## config.mk

```make
export PLATFORM = sky130hd
export DESIGN_NAME = nes_cart_loader
export DESIGN_NICKNAME = d
export VERILOG_FILES = /design/src/rtl/nes_cart_pkg.sv /design/src/rtl/nes_ines_hdr_check.sv /design/src/rtl/nes_cart_loader.sv
export SDC_FILE = /design/constraint.sdc
export NUM_CORES = 1
export LEC_CHECK = 0
export ABC_AREA = 1
export CORE_MARGIN = 3
export CORE_UTILIZATION = 40
export DETAILED_ROUTE_END_ITERATION = 10
export PLACE_DENSITY = 0.72
export SETUP_SLACK_MARGIN = 0.02
export SYNTH_ARGS = -nofsm -noshare
export SYNTH_HDL_FRONTEND = slang
export SYNTH_HIERARCHICAL = 1
export SYNTH_SLANG_ARGS = --single-unit
```

## constraint.sdc

```tcl
create_clock -name clk_in -period 4.5 [get_ports clk_in]
set_clock_uncertainty 0.1 [all_clocks]
set_input_delay 0.9 -clock clk_in [delete_from_list [all_inputs] [get_ports clk_in]]
set_output_delay 0.9 -clock clk_in [all_outputs]
set_load 0.01 [all_outputs]
```

## src/rtl/nes_cart_pkg.sv

```systemverilog
// rtl/nes_cart_pkg.sv - shared types and constants for the iNES cartridge loader
package nes_cart_pkg;

  typedef enum logic [2:0] {
    ST_IDLE,
    ST_HDR,
    ST_TRAINER,
    ST_PRG,
    ST_CHR,
    ST_DONE,
    ST_ERR
  } state_t;

  typedef enum logic [1:0] {
    ERR_NONE    = 2'd0,
    ERR_MAGIC   = 2'd1,
    ERR_SIZE    = 2'd2,
    ERR_FEATURE = 2'd3
  } err_code_t;

  localparam int CFG_PRG32K_BIT = 33;
  localparam int CFG_MIRR_BIT   = 16;

  localparam int PRG_BANK_BYTES = 16384;
  localparam int CHR_BANK_BYTES = 8192;
  localparam int TRAINER_BYTES  = 512;
  localparam int HDR_BYTES      = 16;

  // "NES" followed by MS-DOS EOF
  function automatic logic [7:0] magic_byte(input logic [1:0] idx);
    case (idx)
      2'd0:    return 8'h4E;
      2'd1:    return 8'h45;
      2'd2:    return 8'h53;
      default: return 8'h1A;
    endcase
  endfunction

endpackage

```

## src/rtl/nes_ines_hdr_check.sv

```systemverilog
// rtl/nes_ines_hdr_check.sv - combinational iNES header validation
// Optional feature macro: NES_LOADER_TRAINER_EN (trainer accepted instead of rejected)
module nes_ines_hdr_check
  import nes_cart_pkg::*;
#(
  parameter int MAX_PRG_BANKS = 2,
  parameter int MAX_CHR_BANKS = 1
) (
  input  logic [7:0] prg_banks,
  input  logic [7:0] chr_banks,
  input  logic [3:0] mapper_lo,
  input  logic [3:0] mapper_hi,
  input  logic       trainer,
  output logic       ok,
  output logic       skip_trainer,
  output logic [1:0] err_code
);

  localparam logic [7:0] PRG_MAX = 8'(MAX_PRG_BANKS);
  localparam logic [7:0] CHR_MAX = 8'(MAX_CHR_BANKS);

  always_comb begin
    ok           = 1'b0;
    skip_trainer = 1'b0;
    err_code     = ERR_NONE;
    if (prg_banks == 8'd0 || prg_banks > PRG_MAX || chr_banks > CHR_MAX) begin
      err_code = ERR_SIZE;
    end else if ((mapper_lo | mapper_hi) != 4'd0) begin
      err_code = ERR_FEATURE;
`ifdef NES_LOADER_TRAINER_EN
    end else begin
      ok           = 1'b1;
      skip_trainer = trainer;
    end
`else
    end else if (trainer) begin
      err_code = ERR_FEATURE;
    end else begin
      ok = 1'b1;
    end
`endif
  end

endmodule

```

## src/rtl/nes_cart_loader.sv

```systemverilog
// rtl/nes_cart_loader.sv - iNES byte-stream loader driving the cartridge PRG/CHR write bus
// Optional feature macro: NES_LOADER_TRAINER_EN (512-byte trainer skipped before PRG)
module nes_cart_loader
  import nes_cart_pkg::*;
#(
  parameter int MAX_PRG_BANKS = 2,
  parameter int MAX_CHR_BANKS = 1
) (
  input  logic        clk_in,
  input  logic        rst_n_in,
  input  logic        start_in,
  input  logic [7:0]  rx_data_in,
  input  logic        rx_valid_in,
  output logic        rx_ready_out,
  output logic [39:0] cfg_out,
  output logic        cfg_upd_out,
  output logic        prg_nce_out,
  output logic [14:0] prg_a_out,
  output logic        prg_r_nw_out,
  output logic [7:0]  prg_d_out,
  output logic [13:0] chr_a_out,
  output logic        chr_r_nw_out,
  output logic [7:0]  chr_d_out,
  output logic        busy_out,
  output logic        done_out,
  output logic        err_out,
  output logic [1:0]  err_code_out
);

  state_t     state, next_state;
  err_code_t  err_nxt;
  logic [15:0] cnt;
  logic [7:0] hdr_prg, hdr_chr, hdr_f6, hdr_f7, hdr_f8;
  logic       accept, hdr_ok, skip_trainer, magic_bad;
  logic       hdr_last, trn_last, prg_last, chr_last;
  logic [1:0] hdr_err, prg_top;

  nes_ines_hdr_check #(
    .MAX_PRG_BANKS(MAX_PRG_BANKS),
    .MAX_CHR_BANKS(MAX_CHR_BANKS)
  ) u_hdr_check (
    .prg_banks   (hdr_prg),
    .chr_banks   (hdr_chr),
    .mapper_lo   (hdr_f6[7:4]),
    .mapper_hi   (hdr_f7[7:4]),
    .trainer     (hdr_f6[2]),
    .ok          (hdr_ok),
    .skip_trainer(skip_trainer),
    .err_code    (hdr_err)
  );

  assign rx_ready_out = (state == ST_HDR) || (state == ST_TRAINER) ||
                        (state == ST_PRG) || (state == ST_CHR);
  assign busy_out     = rx_ready_out;
  assign done_out     = (state == ST_DONE);
  assign err_out      = (state == ST_ERR);
  assign accept       = rx_valid_in & rx_ready_out;

  // Only the first four header bytes are compared against the magic
  assign magic_bad = (cnt[15:2] == 14'd0) && (rx_data_in != magic_byte(cnt[1:0]));
  assign hdr_last  = (cnt[3:0] == 4'd15);
  assign trn_last  = (cnt[8:0] == 9'h1FF);
  assign prg_top   = hdr_prg[1:0] - 2'd1;
  assign prg_last  = (cnt[15:14] == prg_top) && (cnt[13:0] == 14'h3FFF);
  assign chr_last  = (cnt[12:0] == 13'h1FFF);

  always_ff @(posedge clk_in or negedge rst_n_in) begin
    if (!rst_n_in) state <= ST_IDLE;
    else           state <= next_state;
  end

  always_comb begin
    next_state = state;
    err_nxt    = ERR_NONE;
    case (state)
      ST_IDLE, ST_DONE, ST_ERR: begin
        if (start_in) next_state = ST_HDR;
      end
      ST_HDR: begin
        if (accept) begin
          if (magic_bad) begin
            next_state = ST_ERR;
            err_nxt    = ERR_MAGIC;
          end else if (hdr_last) begin
            if (!hdr_ok) begin
              next_state = ST_ERR;
              err_nxt    = err_code_t'(hdr_err);
            end else if (skip_trainer) begin
              next_state = ST_TRAINER;
            end else begin
              next_state = ST_PRG;
            end
          end
        end
      end
      ST_TRAINER: begin
        if (accept && trn_last) next_state = ST_PRG;
      end
      ST_PRG: begin
        if (accept && prg_last) next_state = (hdr_chr == 8'd0) ? ST_DONE : ST_CHR;
      end
      ST_CHR: begin
        if (accept && chr_last) next_state = ST_DONE;
      end
      default: next_state = ST_IDLE;
    endcase
  end

  always_ff @(posedge clk_in or negedge rst_n_in) begin
    if (!rst_n_in) begin
      cnt          <= '0;
      hdr_prg      <= '0;
      hdr_chr      <= '0;
      hdr_f6       <= '0;
      hdr_f7       <= '0;
      hdr_f8       <= '0;
      cfg_out      <= '0;
      cfg_upd_out  <= 1'b0;
      prg_nce_out  <= 1'b1;
      prg_r_nw_out <= 1'b1;
      prg_a_out    <= '0;
      prg_d_out    <= '0;
      chr_r_nw_out <= 1'b1;
      chr_a_out    <= '0;
      chr_d_out    <= '0;
      err_code_out <= '0;
    end else begin
      cfg_upd_out  <= 1'b0;
      prg_nce_out  <= 1'b1;
      prg_r_nw_out <= 1'b1;
      chr_r_nw_out <= 1'b1;

      // Every phase change restarts the byte counter; entering ERR latches the cause
      if (next_state != state) begin
        cnt          <= '0;
        err_code_out <= err_nxt;
      end else if (accept) begin
        cnt <= cnt + 16'd1;
      end

      if (accept) begin
        case (state)
          ST_HDR: begin
            case (cnt[3:0])
              4'd4:    hdr_prg <= rx_data_in;
              4'd5:    hdr_chr <= rx_data_in;
              4'd6:    hdr_f6  <= rx_data_in;
              4'd7:    hdr_f7  <= rx_data_in;
              4'd8:    hdr_f8  <= rx_data_in;
              default: ;
            endcase
            if (next_state == ST_PRG || next_state == ST_TRAINER) begin
              cfg_out     <= {hdr_prg, hdr_chr, hdr_f6, hdr_f7, hdr_f8};
              cfg_upd_out <= 1'b1;
            end
          end
          ST_PRG: begin
            prg_nce_out  <= 1'b0;
            prg_r_nw_out <= 1'b0;
            prg_a_out    <= cnt[14:0];
            prg_d_out    <= rx_data_in;
          end
          ST_CHR: begin
            chr_r_nw_out <= 1'b0;
            chr_a_out    <= cnt[13:0];
            chr_d_out    <= rx_data_in;
          end
          default: ;
        endcase
      end
    end
  end

endmodule

```

* Word level (Yosys, flattened, before mapping)
Index checks and enable logic that the tools add are counted.
** Operators by class
- Bitwise operators :: 2
- Mux-type cells :: 31
- Add/subtract/negate cells :: 2
- Equality and inequality tests :: 22
- Reduce and logical (&&, ||, !) cells :: 27
- Magnitude comparators :: 2
** Operator list (count)
- 16-bit 2-to-1 mux :: 2
- 3-bit 2-to-1 mux :: 8
- 7-bit case mux with 3 select lines :: 1
- 3-bit AND reduction :: 6
- 16-bit by 1-bit adder with 16-bit output (second input constant) :: 1
- 4-bit by 3-bit equality test with 1-bit output (second input constant) :: 4
- 8-bit logical NOT :: 2
- 2-bit 2-to-1 mux :: 8
- 3-bit case mux with 5 select lines :: 1
- 14-bit equality test (second input constant) :: 1
- 14-bit logical NOT :: 1
- 13-bit equality test (second input constant) :: 1
- 3-bit by 2-bit equality test with 1-bit output (second input constant) :: 4
- 1-bit 2-to-1 mux :: 11
- 3-bit equality test (second input constant) :: 3
- 9-bit equality test (second input constant) :: 1
- 4-bit equality test (second input constant) :: 2
- 8-bit by 1-bit greater-than comparator with 1-bit output (second input constant) :: 1
- 8-bit by 2-bit greater-than comparator with 1-bit output (second input constant) :: 1
- 8-bit != test :: 1
- 1-bit logical OR :: 6
- 1-bit logical AND :: 5
- 4-bit bitwise OR :: 1
- 2-bit AND reduction :: 2
- other kinds (12) :: 12
** Word-level totals
- Output and inout bits :: 95
- Word-level logic and storage cells :: 102
- Register bits after elaboration :: 149
- Bits of input ports :: 12

* Depth between registers and ports, before layout
Gate-level depths: netlist (run 1).
- Word-level depth :: 14
- Depth in mapped cells :: 19
- Gate-level depth less buffers :: 18

* By module
The synthesis (run 1) kept the hierarchy.
** Modules (own cells, without submodules)
- nes_cart_loader :: area each 6312.3 um^2, seq. area each 3731.1 um^2, cells each 712, instances 1
- nes_ines_hdr_check :: area each 135.1 um^2, seq. area each 0.0 um^2, cells each 29, instances 1

* Least setup slack after synthesis (run 1)
OpenSTA, ideal clock, no wires.
- Kind :: input -> register
- From :: in rx_data_in[0]
- To :: reg cnt[5]
- Required time :: 4.331 ns
- Data arrival time :: 2.112 ns
- Setup slack :: 2.219 ns
- Library setup time :: 0.069 ns
- Buffers on the path :: 1
- Cell stages on the path :: 14
- Path through :: inv_1 -> nand2_1 -> nand2_1 -> nand3_1 -> nor2_1 -> nand2_1 -> nand2_2 -> nand2_1 -> nand2_1 -> nand3_1 -> a21oi_4 -> nand2_4 -> buf_6 -> nor2_2
** On the way
- Cells in the longest elaborated chain, start to end :: 7
- Elaborated cells between the ends (all ways) :: 8
- Those cells by class :: eq/ne: 2; mux: 4; reduce/logical: 2
** RTL lines
- from (decl) :: RTL line nes_cart_loader.sv:12 : input logic [7:0] rx_data_in,
- 8-bit != test (*) :: RTL line nes_cart_loader.sv:60 : assign magic_bad = (cnt[15:2] == 14'd0) && (rx_data_in != magic_byte(cnt[1:0]));
- 1-bit logical AND (*) :: RTL line nes_cart_loader.sv:60
- 3-bit 2-to-1 mux (*) :: RTL line nes_cart_loader.sv:81 : if (magic_bad) begin
- 3-bit 2-to-1 mux (*) :: RTL line nes_cart_loader.sv:80 : if (accept) begin
- 3-bit case mux with 5 select lines (*) :: RTL line nes_cart_loader.sv:75 : case (state)
- 3-bit != test (*) :: RTL line nes_cart_loader.sv:134 : if (next_state != state) begin
- 16-bit 2-to-1 mux or 2-bit nonzero test (tied branches)
- to (signal assigned) :: RTL line nes_cart_loader.sv:138 : cnt <= cnt + 16'd1;
- to (decl) :: RTL line nes_cart_loader.sv:32 : logic [15:0] cnt;
Every way passes the cells marked *; elsewhere a longest branch is shown, timed or not.
A chain may end at the register's enable or synchronous reset.

* Final worst setup path (run 1)
- From :: in rx_data_in[4]
- To :: reg cfg_out[32]
** On the way
- Cells in the longest elaborated chain, start to end :: 8
- Elaborated cells between the ends (all ways) :: 9
- Those cells by class :: eq/ne: 3; mux: 3; reduce/logical: 3
** RTL lines
- 8-bit != test (*) :: RTL line nes_cart_loader.sv:60
- 1-bit logical AND (*) :: RTL line nes_cart_loader.sv:60
- 3-bit 2-to-1 mux (*) :: RTL line nes_cart_loader.sv:81
- 3-bit 2-to-1 mux (*) :: RTL line nes_cart_loader.sv:80
- 3-bit case mux with 5 select lines (*) :: RTL line nes_cart_loader.sv:75
- named net next_state[2] :: RTL line nes_cart_loader.sv:30 : state_t state, next_state;
- 3-bit by 2-bit equality test with 1-bit output :: RTL line nes_cart_loader.sv:152 : if (next_state == ST_PRG || next_state == ST_TRAINER) begin
- 1-bit logical OR (*) :: RTL line nes_cart_loader.sv:152
- 3-bit AND reduction (no source line) (*)
- to (signal assigned) :: RTL line nes_cart_loader.sv:153 : cfg_out <= {hdr_prg, hdr_chr, hdr_f6, hdr_f7, hdr_f8};
- to (decl) :: RTL line nes_cart_loader.sv:15 : output logic [39:0] cfg_out,
The timed path passes the listed nets; every way through them passes the cells marked *.

==> impl_metrics.py, run 1 <==
metrics = {
    "grt": {
        "grt_overflow": 0,
        "antenna_found_initial": 0,
        "grt_pass1_wl_mm": 26.5,
        "grt_start_max_net_pins": 102,
        "first_global_vias": 5158,
        "track_usage_pct": 18.6,
    },
    "synthesis": {
        "yosysUniqueCellTypes": 29,
        "syn_area_per_cell_um2": 8.70,
        "synth_area_leaders": "dfrtp_1 (57%), nand2_1 (16%), o21ai_0 (7.5%)",
        "yosysMostFrequentCell": "nand2_1",
        "synthTopCellsByCount": "nand2_1 (274), dfrtp_1 (147), o21ai_0 (97), inv_1 (48), nor2_1 (46)",
        "synth_area_leader_cell": "dfrtp_1",
        "synth_seq_cells": 149,
        "syn_inst": 741,
        "async_flop_share_pct": 100,
        "syn-num-nets": 758,
        "syn_area_um2": 6450,
        "yosys_warnings": 6,
        "synth_top_area_share_pct": 57.1,
        "synth-edff-count": 0,
        "ys_seq_area_share_pct": 57.9,
        "synth-main-ff-cell": "dfrtp_1",
    },
    "outcome": {
        "status": "complete, no violations",
    },
    "cells_and_area": {
        "nNetsFinal": 859,
        "fin_cells": 1063,
        "drive_above_1_share_pct": 8.33,
        "syn_to_final_growth_pct": 27.1,
        "antenna_cells": 0,
        "final.fill_count": 1430,
    },
    "hold_path": {
        "whs_endpoint": "cfg_out[36]",
        "hold_path.class": "reg -> reg",
        "whs_path_depth": 2,
        "hp-start": "cfg_out[36]",
    },
    "timing": {
        "max_clock_freq_ghz": 0.326,
        "setup_tns_ns": 0,
        "hold_viol_final": 0,
        "setup_viol_count_final": 0,
        "finalMaxSlewViolations": 0,
        "worst_pin_slew_ns": 0.930,
        "slew-limit-headroom_pct": 38.0,
        "rsz0062_at_grt": "no",
        "period_share_pct": 68.2,
        "min_period_ns": 3.07,
    },
    "route": {
        "postRouteAntennaNets": 0,
        "via_count": 5140,
        "wl_per_cell_um": 14.7,
        "drc_errors": 0,
        "drt_wl_total_mm": 15.7,
        "routed_via_density": 4.84,
        "drt_iter0_drc": 494,
        "firstDrtPassIters": 5,
    },
    "clock_network": {
        "clk_path_buf_depth": 2,
        "clkSinkCount": 149,
        "cts.htree.levels": 4,
        "clock_latency_ns": 0.42,
        "cts_tree": "yes",
        "root_buffer": "clkbuf_16",
        "ctsResizeCount": 0,
        "hold_buffers": 0,
        "cts_made_buffers": 17,
        "post_cts_buffers": 0,
        "cts.clk_slew.worst_paths_ns": 0.06,
    },
    "critical_path": {
        "reg2reg_slack_ns": 1.61,
        "cp-end-kind": "flop",
        "cp.required_ns": 4.75,
        "crit_type": "in -> reg",
        "worstReg2RegEnd": "cfg_out[32]",
        "cp.arrival_ns": 3.32,
        "rr_worst_depth": 14,
        "regToRegStartpoint": "cnt[0]",
        "critPathLaunchType": "input port",
        "crit_fanout": 42,
    },
    "placed_design": {
        "dp.final_hpwl_mm": 10.7,
        "place_congestion": 0.888,
        "io_buffers": 106,
        "placed_cells": 1034,
    },
    "floorplanning": {
        "io_pins": 107,
        "initial_core_util_pct": 41.6,
        "rows": 45,
        "die_y_um": 133,
        "die_w_um": 133,
        "core-area_um2": 15500,
        "dieArea_um2": 17700,
    },
    "pwr": {
        "peakVddDrop_mv": 0.311,
        "power.density_nw_per_um2": 469,
        "leakage_nw": 3.92,
    },
    "run": {
        "maxCapViolations": 0,
    },
}
==> state kept, by name, indices dropped and copies added, names as in the netlist <==
name          count
chr_a_out        14
prg_d_out         8
hdr_f8            8
prg_a_out        15
hdr_chr           8
cfg_out          40
cfg_upd_out       1
cnt              16
state             3
chr_r_nw_out      1
chr_d_out         8
hdr_f6            8
hdr_prg           8
prg_r_nw_out      1
err_code_out      2
hdr_f7            8
==> layout by cell type (no fill, tap or decap), drive strengths merged <==
cell type        n
a22o             1
nand4           10
conb             1
nand2          284
dfrtp          147
clkinv           6
clkbuf          21
o22ai            1
ha               5
dfstp            2
clkdlybuf4s50  105
buf              4
o211ai           1
nor3            10
o21ai          100
inv             54
nand3           23
a21oi            1
nor2            63
bufinv           2
xor2            10
o31ai            1
==> critical path, stage by stage <==
cell and delay, ns:
clkdlybuf4s50_1 0.50, inv_1 0.16, o21ai_0 0.11, nand3_1 0.10
nor2_1 0.10, nand2_1 0.07, nand2_2 0.08, nand2_1 0.05
nand2_1 0.09, nand2_2 0.07, nor2_2 0.12, nand2_4 0.28
inv_4 0.42, nand2_1 0.15, nand2_1 0.09
==> worst max path at each step <==
stage / slack (ns) / end / cells after the start / start
after floorplan: 2.22 / cnt[5] / 14 / rx_data_in[0]
after global placement: 1.06 / cfg_out[32] / 15 / rx_data_in[4]
after detailed placement: 1.03 / cfg_out[14] / 15 / rx_data_in[4]
after CTS: 1.45 / cfg_out[32] / 15 / rx_data_in[4]
after global routing: 1.18 / cfg_out[32] / 15 / rx_data_in[4]
final: 1.43 / cfg_out[32] / 15 / rx_data_in[4]
==> per-stage QoR <==
step           total power, W  cell area, um^2  setup WS [ns]  util (%)  hold slack, ns
5_1_grt               0.00404             8200           1.18      52.9           0.402
3_5_place_dp          0.00251             7640           1.03      49.3           0.362
4_1_cts               0.00388             8200           1.45      52.9           0.377
3_3_place_gp          0.00249             7640           1.06      49.3           0.357
2_1_floorplan         0.00215             6450           2.22         -           0.342
6_report              0.00385             8200           1.43      52.9           0.376
==> power breakdown <==
group	switching, W	internal [W]
registers	0.0000953	0.00146
clock network	0.000527	0.000836
logic	0.000562	0.000368
==> area by class of cell <==
type	count	area (um^2)	share of cell area (%)
sequential	149	3730	45.5
timing repair buffer	109	1100	13.4
tap	211	264	3.22
clock inverter	8	101	1.24
inverter	54	205	2.50
multi-input combinational	511	2340	28.5
clock buffer	21	460	5.62
==> cells by family (layout without fill, tap and decap cells) <==
group,Yosys count,count (layout),share of synthesized area (%)
AND/OR/NAND/NOR,390,390,25.4
XOR/XNOR,10,10,1.36
buffers and inverters,81,192,5.86
other,1,1,0.0582
AO/OA/AOI/OAI,105,105,8.48
flip-flops,149,149,57.9
adder cells (fa/ha/maj),5,5,0.970
==> routing by layer <==
| layer | vias to the layer above | wire length [um] | track usage [%] |
|---|---|---|---|
| li1 | 2552 | - | - |
| met1 | 2426 | 7190 | 25.0 |
| met2 | 143 | 7440 | 29.8 |
| met3 | 19 | 844 | 4.83 |
| met4 | 0 | 182 | 5.14 |
| met5 | - | 0 | 0 |
Note: power is estimated with default switching activity, not from simulation.
==> run 2, diff against run 1 <==
Settings changed: PLACE_DENSITY 0.72 to 0.74.
Clock period 4.5 ns to 2.48 ns, I/O delays scaled along.
==> run 2 against run 1 <==
  * Flip-flop and latch count stayed put
  * Worst setup slack worse by 1.4 ns
  * Via count up 7.4%
  * Clock power increased by 99%
  * Sequential power rose by 82%
  * Non-clock buffer count rose by 41
  * Die area unchanged
  * Cell count is 4.4% higher
  * Wire length increased by 12%
  * Core utilization rose by 5.2 points
  * First-iteration DRC count up 3.0%
  * Largest cell class unchanged
  * Count of clock-buffer cells in the layout decreased by 1
==> impl_metrics.py, run 2 (synthesis results as in run 1) <==
metrics = {
    "grt": {
        "grt_start_max_net_pins": 59,
        "grt_overflow": 0,
        "grt_pass1_wl_mm": 26.4,
        "first_global_vias": 5142,
        "antenna_found_initial": 0,
        "track_usage_pct": 18.7,
    },
    "timing": {
        "setup_viol_count_final": 0,
        "finalMaxSlewViolations": 0,
        "fin_ws_ns": 0.0288,
        "slew-limit-headroom_pct": 64.9,
        "rsz0062_at_grt": "yes",
        "period_share_pct": 98.8,
        "max_clock_freq_ghz": 0.408,
        "min_period_ns": 2.45,
        "worst_pin_slew_ns": 0.527,
        "hold_viol_final": 0,
    },
    "floorplanning": {
        "die_y_um": 133,
        "dieArea_um2": 17700,
        "core-area_um2": 15500,
        "io_pins": 107,
        "initial_core_util_pct": 41.6,
        "rows": 45,
        "die_w_um": 133,
    },
    "pwr": {
        "power.density_nw_per_um2": 853,
        "pwr-share-clk_pct": 35.2,
        "leakage_nw": 4.26,
        "p_sw_w": 0.00245,
        "p_comb_share_pct": 28.1,
        "p_int_w": 0.00523,
        "peakVddDrop_mv": 0.600,
        "seqPwrFrac_pct": 36.7,
        "p_sw_share_pct": 31.9,
    },
    "critical_path": {
        "cp.required_ns": 2.69,
        "critPathLaunchType": "flop",
        "cp-end-kind": "flop",
        "cp.arrival_ns": 2.66,
        "crit_fanout": 7,
        "crit_type": "reg -> reg",
    },
    "outcome": {
        "status": "complete, no violations",
    },
    "cells_and_area": {
        "final_cell_mix": "nand2_1 (231), dfrtp_1 (145), clkdlybuf4s50_1 (102)",
        "largest_reg_flops": 40,
        "fin_area_um2": 9000,
        "nNetsFinal": 903,
        "drive_above_1_share_pct": 19.6,
        "max_flop_register": "cfg_out",
        "syn_to_final_growth_pct": 39.6,
        "final_util_pct": 58.1,
        "final_common_cell": "nand2_1",
        "antenna_cells": 0,
        "top_regs": "cfg_out x40, cnt x16, prg_a_out x15",
        "final.fill_count": 1341,
    },
    "route": {
        "firstDrtPassIters": 6,
        "postRouteAntennaNets": 0,
        "drt_iter0_drc": 509,
        "wl_per_cell_um": 15.8,
        "drc_errors": 0,
        "via_count": 5519,
        "routed_via_density": 4.97,
        "drt_wl_total_mm": 17.5,
    },
    "placed_design": {
        "place_congestion": 0.872,
        "io_buffers": 106,
        "dpl_cell_area_um2": 7830,
        "post-place-ws_ns": -0.110,
        "dp.final_hpwl_mm": 10.9,
    },
    "clock_network": {
        "cts.htree.levels": 4,
        "cts_made_buffers": 17,
        "clk_path_buf_depth": 2,
        "cts.clk_slew.worst_paths_ns": 0.06,
        "clock_latency_ns": 0.43,
        "clkSinkCount": 149,
        "cts_tree": "yes",
        "root_buffer": "clkbuf_16",
    },
    "hold_path": {
        "hold_path.class": "reg -> reg",
    },
    "run": {
        "maxCapViolations": 0,
    },
}
-- run 2: power by group through the flow --
| stage | sequential [W] | clock [W] | combinational [W] |
|---|---|---|---|
| finish | 0.00282 | 0.00270 | 0.00216 |
| global route | 0.00285 | 0.00285 | 0.00235 |
| CTS | 0.00281 | 0.00274 | 0.00185 |
| detailed placement | 0.00285 | 0 | 0.00176 |
| global placement | 0.00285 | 0 | 0.00174 |
| floorplan | 0.00289 | 0 | 0.00102 |
-- run 2: path summary, 6_finish.rpt --
path | startpoint | end | slack (ns) | cells after the start
setup / recovery | hdr_f7[6] | cfg_out[24] | 0.03 | 15
hold / removal | cfg_out[17] | cfg_out[17] | 0.38 | 2
setup reg to reg | hdr_f7[6] | cfg_out[24] | 0.03 | 15
hold reg to reg | cfg_out[17] | cfg_out[17] | 0.38 | 2
max in group asynchronous | rst_n_in | prg_r_nw_out | 1.02 | 3
min in group asynchronous | rst_n_in | cfg_out[30] | 0.50 | 2
-- run 2: worst max-delay path, stage by stage (launching register included) --
cell       delay, ns
dfrtp_1         0.42
nor2_1          0.14
nand3_1         0.13
nor2_2          0.18
inv_1           0.09
nor2_4          0.14
nand2_1         0.08
o21ai_0         0.11
nand2_2         0.09
nand2_2         0.09
nand2_2         0.07
nor2_4          0.25
nand2_8         0.15
clkbuf_16       0.20
nand2_2         0.05
nand2_1         0.05
-- run 2: cell type report --
type	count	area (um^2)	share of cell area, %
flip-flops and latches	149	3730	41.5
well taps	211	264	2.93
inverters	54	218	2.42
clock buffers	20	457	5.07
repair inverters	2	25.0	0.278
clock inverters	12	165	1.83
repair buffers	150	1540	17.1
multi-input cells	512	2600	28.9
-- run 2: through the flow --
stage / TNS (ns) / hold WS [ns] / std cells / power, W
detailed placement: -2.56 / 0.363 / 1057 / 0.00461
global route: -3.08 / 0.403 / 1110 / 0.00805
global placement: -0.241 / 0.358 / 1057 / 0.00459
finish: 0 / 0.381 / 1110 / 0.00768
floorplan: 0 / 0.100 / 741 / 0.00390
CTS: 0 / 0.381 / 1093 / 0.00740
-- run 2: repair_timing --
item,in CTS,in global routing
endpoints found under the setup margin,42,63
hold buffers,1,0
setup buffers,3,7
pin swaps,1,36
endpoints found under the hold margin,53,0
gates resized for setup,5,84
gates cloned,0,10
-- run 2: metal layers --
layer	vias up	wire, um	share of wire [%]	global-route usage, %
li1	2649	-	-	-
met1	2658	7510	43	25.4
met2	186	8600	49	29.9
met3	26	1070	6.1	4.64
met4	0	301	1.7	5.25
met5	-	0	0	0
==> run 3, diff against run 2 <==
Settings changed: PLACE_DENSITY 0.74 to 0.66.
Clock period 2.48 ns to 2.7 ns, I/O delays scaled along.
==> run 3 against run 2 <==
  * Wire length decreased by 11%
  * Final area decreased by 6.0%
  * Cell count decreased by 2.4%
  * Critical endpoint is now err_out
  * Largest power group is now clock
==> impl_metrics.py, run 3 (synthesis results as in run 1) <==
metrics = {
    "outcome": {
        "status": "complete, no violations",
    },
    "timing": {
        "finalMaxSlewViolations": 0,
        "hold_viol_final": 0,
        "min_period_ns": 2.51,
        "setup_tns_ns": 0,
        "setup_viol_count_final": 0,
        "max_clock_freq_ghz": 0.398,
        "period_share_pct": 93.1,
        "rsz0062_at_grt": "no",
    },
    "critical_path": {
        "crit_fanout": 7,
        "cp.arrival_ns": 1.87,
        "crit_type": "reg -> out",
        "cp-end-kind": "primary output",
        "critPathLaunchType": "flop",
        "cp.required_ns": 2.06,
    },
    "pwr": {
        "power.density_nw_per_um2": 802,
        "power_w": 0.00678,
        "leakage_nw": 4.04,
        "peakVddDrop_mv": 0.575,
    },
    "cells_and_area": {
        "nNetsFinal": 876,
        "largest_reg_flops": 40,
        "antenna_cells": 0,
        "max_flop_register": "cfg_out",
        "syn_to_final_growth_pct": 31.2,
        "final_common_cell": "nand2_1",
        "top_regs": "cfg_out x40, cnt x16, prg_a_out x15",
        "fin_area_um2": 8460,
        "final_cell_mix": "nand2_1 (274), dfrtp_1 (147), clkdlybuf4s50_1 (105)",
        "drive_above_1_share_pct": 10.4,
    },
    "route": {
        "drt_wl_total_mm": 15.6,
        "drc_errors": 0,
        "drt_iter0_drc": 428,
        "routed_via_density": 4.79,
        "firstDrtPassIters": 5,
        "wl_per_cell_um": 14.4,
        "postRouteAntennaNets": 0,
        "highest_layer": "met4",
        "met2_length_mm": 7.28,
        "drt-met1-wl_mm": 7.40,
        "via_count": 5185,
        "route.met3.wl_um": 683,
    },
    "placed_design": {
        "dpl_cell_area_um2": 7760,
        "place_congestion": 0.870,
        "io_buffers": 106,
        "dp.final_hpwl_mm": 10.9,
    },
    "clock_network": {
        "cts_made_buffers": 17,
        "post_cts_buffers": 0,
        "clock_latency_ns": 0.42,
        "cts_tree": "yes",
        "root_buffer": "clkbuf_16",
        "clk_path_buf_depth": 2,
        "cts.clk_slew.worst_paths_ns": 0.06,
        "cts.htree.levels": 4,
        "clkSinkCount": 149,
    },
    "floorplanning": {
        "initial_core_util_pct": 41.6,
        "die_y_um": 133,
        "die_w_um": 133,
        "dieArea_um2": 17700,
        "io_pins": 107,
        "core-area_um2": 15500,
        "rows": 45,
    },
    "grt": {
        "antenna_found_initial": 0,
        "track_usage_pct": 18.8,
        "grt_pass1_wl_mm": 26.5,
        "grt_start_max_net_pins": 54,
        "grt_overflow": 0,
        "first_global_vias": 5126,
    },
    "run": {
        "maxCapViolations": 0,
    },
    "hold_path": {
        "hold_path.class": "reg -> reg",
    },
}
## run 3: cell types whose count changed in the layout (fill, tap and decap cells not counted), moves of 3 or more
cell             delta
inv_6               -3
nand2_8             -3
nand2_4             -4
nor2_4              -3
dlymetal6s2s_1      -3
inv_2               -4
clkdlybuf4s50_1     +3
buf_4              -16
clkbuf_16           -4
inv_1               +5
nand2_1            +43
nand2_2            -37
## run 3: area by class of cell
cell class,count,area [um^2]
inverter,54,215
timing repair inverter,1,8.76
multi-input combinational,511,2350
tap,211,264
clock inverter,10,193
clock buffer,22,464
sequential,149,3730
timing repair buffer,125,1230
fill,1434,7020
## run 3: what timing repair did
item | in CTS | in global routing
hold endpoints to repair | 44 | 0
hold buffers | 1 | 0
resized for setup | 0 | 5
endpoints found under the setup margin | 0 | 43
## run 3: where the power goes
| group | internal, W | switching, W | leakage (nW) | total [W] |
|---|---|---|---|---|
| clock network | 0.00170 | 0.000907 | 0.316 | 0.00261 |
| registers | 0.00243 | 0.000146 | 2.05 | 0.00257 |
| logic | 0.000656 | 0.000947 | 1.68 | 0.00160 |
## run 3: per-layer routing
metal	up-vias	global-route usage, %
met2	122	29.2
met3	24	4.64
met4	0	5.89
met1	2441	26.0
li1	2598	-
met5	-	0
## run 3: path summary, 6_finish.rpt
kind                                 from            to  slack [ns]  cells past startpoint
max in group asynchronous        rst_n_in  chr_r_nw_out        1.27                      3
worst min register to register  hdr_f8[5]    cfg_out[5]        0.37                      2
min in group asynchronous        rst_n_in    hdr_chr[3]        0.52                      2
worst min-delay path            hdr_f8[5]    cfg_out[5]        0.37                      2
worst max register to register     cnt[1]   cfg_out[34]        0.27                     18
worst max-delay path             state[0]       err_out        0.19                      6
## run 3: per-stage QoR
step,hold slack (ns),setup WS (ns),utilization [%],cells
floorplan,0.144,0.575,-,741
global placement,0.354,0.123,50.1,1049
detailed placement,0.355,0.0712,50.1,1049
CTS,0.372,0.140,54.4,1082
global route,0.385,0.0253,54.7,1083
finish,0.369,0.187,54.7,1083
## run 3: worst max-delay path, stage by stage, from the launching register on
cell	delay (ns)
dfrtp_1	0.45
inv_1	0.16
nand2_1	0.08
inv_1	0.09
nand2_1	0.07
inv_1	0.07
clkdlybuf4s50_1	0.54
